`src/rtl/module_control_hamming_pkg.sv`:
```
// Shared types and helpers for the Hamming(7,4) transmit path.
package pkg_hamming;

  localparam int DATA_W = 4;
  localparam int CODE_W = 7;

  typedef enum logic [2:0] {IDLE, LOAD, START, DATA, STOP} tx_state_t;

  // Position 0 means "no error"; 1..7 selects a single codeword bit to invert.
  function automatic logic [CODE_W-1:0] err_mask(input logic [2:0] err_pos);
    logic [CODE_W-1:0] mask;
    mask = '0;
    if (err_pos != 3'd0) begin
      mask = CODE_W'(1) << (err_pos - 3'd1);
    end
    return mask;
  endfunction

endpackage

```
`src/rtl/module_control_hamming_codificador.sv`:
```
// Combinational Hamming(7,4) encoder; codeword bit i holds Hamming position i+1.
module module_codificador
  import pkg_hamming::*;
(
  input  logic [DATA_W-1:0] datos,
  output logic [CODE_W-1:0] codigo
);

  logic p1, p2, p3;

  assign p1 = datos[0] ^ datos[1] ^ datos[3];
  assign p2 = datos[0] ^ datos[2] ^ datos[3];
  assign p3 = datos[1] ^ datos[2] ^ datos[3];

  assign codigo = {datos[3], datos[2], datos[1], p3, datos[0], p2, p1};

endmodule

```
`src/rtl/module_control_hamming.sv`:
```
// Transmit controller: accepts a nibble, encodes it, optionally corrupts one bit,
// and shifts the codeword out as start + 7 data bits (LSB first) + stop.
module module_control_hamming
  import pkg_hamming::*;
#(
  parameter int CLKS_PER_BIT = 4
) (
  input  logic              clk,
  input  logic              rst_n,
  input  logic [DATA_W-1:0] datos_in,
  input  logic [2:0]        err_pos,
  input  logic              valid_in,
  output logic              ready_out,
  output logic              tx_out,
  output logic [CODE_W-1:0] cod_out,
  output logic              busy,
  output logic              done
);

  localparam int              CNT_W    = (CLKS_PER_BIT > 1) ? $clog2(CLKS_PER_BIT) : 1;
  localparam logic [CNT_W-1:0] CNT_LAST = CNT_W'(CLKS_PER_BIT - 1);
  localparam logic [2:0]      LAST_BIT = 3'(CODE_W - 1);

  tx_state_t         state, state_next;
  logic [CNT_W-1:0]  clk_cnt, clk_cnt_next;
  logic [2:0]        bit_cnt, bit_cnt_next;
  logic [DATA_W-1:0] datos_q;
  logic [2:0]        err_q;
  logic [CODE_W-1:0] enc_code;
  logic [CODE_W:0]   cod_ext;
  logic              tx_next;
  logic              done_next;
  logic              accept;
  logic              bit_end;

  module_codificador u_codificador (
    .datos  (datos_q),
    .codigo (enc_code)
  );

  assign ready_out = (state == IDLE);
  assign busy      = (state != IDLE);
  assign accept    = valid_in & ready_out;
  assign bit_end   = (clk_cnt == CNT_LAST);
  // Padding bit keeps the 3-bit index in range without a width warning.
  assign cod_ext   = {1'b1, cod_out};

  always_comb begin
    state_next   = state;
    clk_cnt_next = clk_cnt;
    bit_cnt_next = bit_cnt;
    done_next    = 1'b0;
    case (state)
      IDLE: begin
        clk_cnt_next = '0;
        if (accept) state_next = LOAD;
      end
      LOAD: begin
        clk_cnt_next = '0;
        state_next   = START;
      end
      START: begin
        if (bit_end) begin
          clk_cnt_next = '0;
          bit_cnt_next = '0;
          state_next   = DATA;
        end else begin
          clk_cnt_next = clk_cnt + 1'b1;
        end
      end
      DATA: begin
        if (bit_end) begin
          clk_cnt_next = '0;
          if (bit_cnt == LAST_BIT) state_next = STOP;
          else                     bit_cnt_next = bit_cnt + 3'd1;
        end else begin
          clk_cnt_next = clk_cnt + 1'b1;
        end
      end
      STOP: begin
        if (bit_end) begin
          clk_cnt_next = '0;
          state_next   = IDLE;
          done_next    = 1'b1;
        end else begin
          clk_cnt_next = clk_cnt + 1'b1;
        end
      end
      default: state_next = IDLE;
    endcase

    // The line is registered, so it is driven from the state being entered.
    case (state_next)
      START:   tx_next = 1'b0;
      DATA:    tx_next = cod_ext[bit_cnt_next];
      default: tx_next = 1'b1;
    endcase
  end

  always_ff @(posedge clk) begin
    if (!rst_n) begin
      state   <= IDLE;
      clk_cnt <= '0;
      bit_cnt <= '0;
      datos_q <= '0;
      err_q   <= '0;
      cod_out <= '0;
      tx_out  <= 1'b1;
      done    <= 1'b0;
    end else begin
      state   <= state_next;
      clk_cnt <= clk_cnt_next;
      bit_cnt <= bit_cnt_next;
      if (accept) begin
        datos_q <= datos_in;
        err_q   <= err_pos;
      end
      if (state == LOAD) cod_out <= enc_code ^ err_mask(err_q);
      tx_out  <= tx_next;
      done    <= done_next;
    end
  end

endmodule

```
`config.mk`:
```
export PLATFORM = sky130hd
export DESIGN_NAME = module_control_hamming
export DESIGN_NICKNAME = d
export VERILOG_FILES = /design/src/rtl/module_control_hamming_pkg.sv /design/src/rtl/module_control_hamming_codificador.sv /design/src/rtl/module_control_hamming.sv
export SDC_FILE = /design/constraint.sdc
export NUM_CORES = 1
export LEC_CHECK = 0
export ABC_AREA = 1
export CORE_ASPECT_RATIO = 1.5
export CORE_MARGIN = 2
export CORE_UTILIZATION = 29
export DETAILED_ROUTE_END_ITERATION = 10
export GPL_TIMING_DRIVEN = 0
export PLACE_DENSITY_LB_ADDON = 0.25
export SYNTH_ARGS = -nofsm -noshare
export SYNTH_HDL_FRONTEND = slang
export SYNTH_HIERARCHICAL = 1
export SYNTH_SLANG_ARGS = --single-unit
```
`constraint.sdc`:
```
create_clock -name clk -period 1.86 [get_ports clk]
set_input_delay 0.558 -clock clk [delete_from_list [all_inputs] [get_ports clk]]
set_output_delay 0.558 -clock clk [all_outputs]
set_load 0.03 [all_outputs]
```
==> key figures <==
Run status
  – Status: complete, no violations

Global route
  – Initial antenna violation count: 0
  – Largest net degree at the start of global routing: 14
  – Grt ovf: 0
  – First-pass GRT wire length: approximately 5.3 mm
  – Total track usage: 13.1%
  – Vias in the first global route: 1237

Worst hold path
  – Hold crit path type: reg2reg
  – Hold-critical path depth: 2

Layout
  – Area of the multi-input gates: approximately 720 sq um
  – Layout Nets: 243
  – Share of cells above drive strength 1: 14.9%
  – Post-layout instance area: 1680 sq um
  – Fill cells: 518
  – Final non-filler cell total: roughly 280
  – # diodes: 0
  – Synthesis-to-finish area growth: 24.5%
  – Util after Layout: 37.4%
  – Reg area: around 480 sq um

Critical path
  – Setup crit end kind: primary output
  – Worst path required time: 1.30 ns
  – Crit path DAT: about 1.2 ns
  – Crit path buf inv count: 1
  – CP top delay family: buffers and inverters
  – Critical path class: reg2out
  – CP Cell Sequence: clkdlybuf4s50_1
  – R2R depth: 9
  – Critical Path Source Type: flop
  – CP Max Fanout: 1
  – Crit path largest cell delay: roughly 0.65 ns
  – Worst path depth: 1
  – Worst path slowest cell: clkdlybuf4s50_1

Power
  – Leakage dissipation: 0.762 nW
  – IR Drop Worst-Case VDD: 0.238 mV
  – PwrDens: approximately 760 nW/um^2
  – Pint: 0.000872 W
  – Combinational power share: between 20% and 30%
  – Switching share of power: a little under a third
  – Sequential share of power: 46.3%
  – NetSw: 0.000399 W
  – Clock share of power: 28.7%

Drt
  – DRT Pass-1 Iters: 4
  – DRC: 0
  – Via count: 1302
  – Routed len/inst: 11.3 um
  – Final wirelength: roughly 3.1 mm
  – Antenna Nets Post-Route: 0
  – 1st-iter DRT viols: a little under 50
  – DR vias/cell: 4.72

Clock tree
  – Clock Path Buffers: 2
  – CTS Buf Count: 3
  – Clock sink count: 24
  – Htree depth: 1
  – Clock-pin transition on the worst setup and hold timing paths: 0.09 ns
  – Clk_lat worst skew: 0.27 ns
  – CTS tree: built
  – Root Buffer: clkbuf_8

Place
  – GPL Wtd Cong: 0.772
  – DP Wirelength: 2.47 mm
  – Area post-placement: 1610 sq um
  – PortBufs: 20
  – Pre-CTS setup slack: -0.270 ns
  – Placed cells: 269

Floorplan
  – Core area: between 4000 and 5000 sq um
  – Die area: 5230 sq um
  – Initial Util: 30.0%
  – DIE WIDTH: 59.7 um
  – Chip height: between 80 and 90 um
  – Site row count: 30
  – I/O Pins: 21

Synth
  – Area leader, netlist: dfxtp_1
  – Mux contribution to synthesized area: 0%
  – Yosys reg bits: 24
  – Largest family of logic cells by synthesized area: simple AND/OR/NAND/NOR gates
  – Most numerous cell in the Yosys netlist: nand2_1
  – Synth Area in Adders: between 3 and 4%
  – Compound-Gate Fraction of Synth Area: 11.8%
  – Synth unique cells: 21
  – Xor and xnor fraction of the mapped netlist area: 4.54%
  – Mapped Cells: 201
  – Part of the Yosys area used for sequential elements: about 36%
  – Syn Area/Cell: between 6 and 7 sq um
  – Post-synth ARST share: 0%
  – Top cells by count, synth: nand2_1, dfxtp_1, nand3_1
  – Synth top area share: 35.6%
  – Synth Area in Simple Gates: 32.3%
  – YS warnings: 6
  – Top_reg_cell synth: dfxtp_1
  – Top cells by area, synth: dfxtp_1, nand2_1, nand3_1
  – Post-synth EDFFs: 0
  – Synth Net Count: 215
  – Post-Syn Area: 1350 sq um

STA
  – Worst-margin pin slew: 0.518 ns
  – Period utilisation layout: 96.7%
  – Final hold slack: 0.476 ns
  – Final hold vios: 0
  – RSZ-0062 raised after global routing: false
  – Post-route setup slack: 0.0620 ns
  – FMAX: roughly 560 MHz
  – Worst Clk Skew: 0.00336 ns
  – Relative slew margins: about 65%
  – Max-slew violation count: 0
  – Crit path time final: 1.80 ns
  – Final setup fails: 0

Run
  – Maxcap violations: 0
[cells in the final DEF, fill, tap and decap left out]
master	count
nand4_1	2
a22oi_1	1
clkdlybuf4s50_1	11
nor2_1	11
nand3b_1	2
dfxtp_1	22
dlygate4sd2_1	7
clkinv_1	1
inv_1	21
buf_4	10
nor2_2	4
o21ai_0	13
nand2_2	4
nor3_1	2
nand3_1	24
ha_1	3
nand2_1	49
buf_2	4
ha_2	1
dfxtp_2	2
nor2_4	1
a21oi_1	16
inv_2	4
buf_1	1
a31oi_1	1
xor2_1	7
clkbuf_8	4
[path summary, 6_finish.rpt]
kind / from / to / slack [ns]
setup / recovery: done$_SDFF_PN0_ / done / 0.06
hold / removal: clk_cnt[1]$_SDFFE_PN0P_ / clk_cnt[1]$_SDFFE_PN0P_ / 0.48
setup reg to reg: clk_cnt[0]$_SDFFE_PN0P_ / tx_out$_SDFF_PN1_ / 0.23
hold reg to reg: clk_cnt[1]$_SDFFE_PN0P_ / clk_cnt[1]$_SDFFE_PN0P_ / 0.48
[power by group through the flow]
stage / Sequential (W) / Clock [W] / Combinational, W
after global routing: 0.000595 / 0.000385 / 0.000359
after global placement: 0.000599 / 0 / 0.000329
after floorplan: 0.000625 / 0 / 0.000193
after CTS: 0.000588 / 0.000370 / 0.000322
after detailed placement: 0.000600 / 0 / 0.000331
final: 0.000589 / 0.000364 / 0.000318
[area by class of cell]
class	instances	area share (%)
clock buffer	4	3.27
sequential	24	28.7
tap	48	3.57
timing repair buffer	23	12.1
buffer	10	3.94
inverter	26	5.80
multi-input combinational	141	42.6
[routing by layer]
metal,track usage (%),vias up,wire [um]
met4,7.27,0,91
met5,0,-,0
met2,24.4,23,1720
li1,-,693,-
met3,0.886,6,76
met1,14.1,580,1230
[timing repair]
item / in CTS / in global routing
endpoints found under the setup margin: 9 / 1
pin swaps: 1 / 2
hold buffers: 0 / 0
gates resized for setup: 19 / 3
buffers inserted: 1 / 2
[stage by stage]
stage	total power, W	TNS (ns)
2_1_floorplan	0.000818	0
3_3_place_gp	0.000928	-0.453
3_5_place_dp	0.000931	-0.475
4_1_cts	0.00128	0
5_1_grt	0.00134	0
6_report	0.00127	0
[state kept, by name (all words and copies together) (netlist names)]
name,flops
clk_cnt,2
bit_cnt,3
datos_q,4
cod_out,7
state,3
done,1
err_q,3
tx_out,1
[logic make-up (layout without fill, tap and decap cells)]
family                     Yosys count  after routing
AOI/OAI and AO/OA                   31             31
buffers and inverters               36             63
adders and majority gates            4              4
DFF                                 24             24
and+or+nand+nor                     99             99
xor gates and xnor gates             7              7
(Power assumes the default switching activity.)
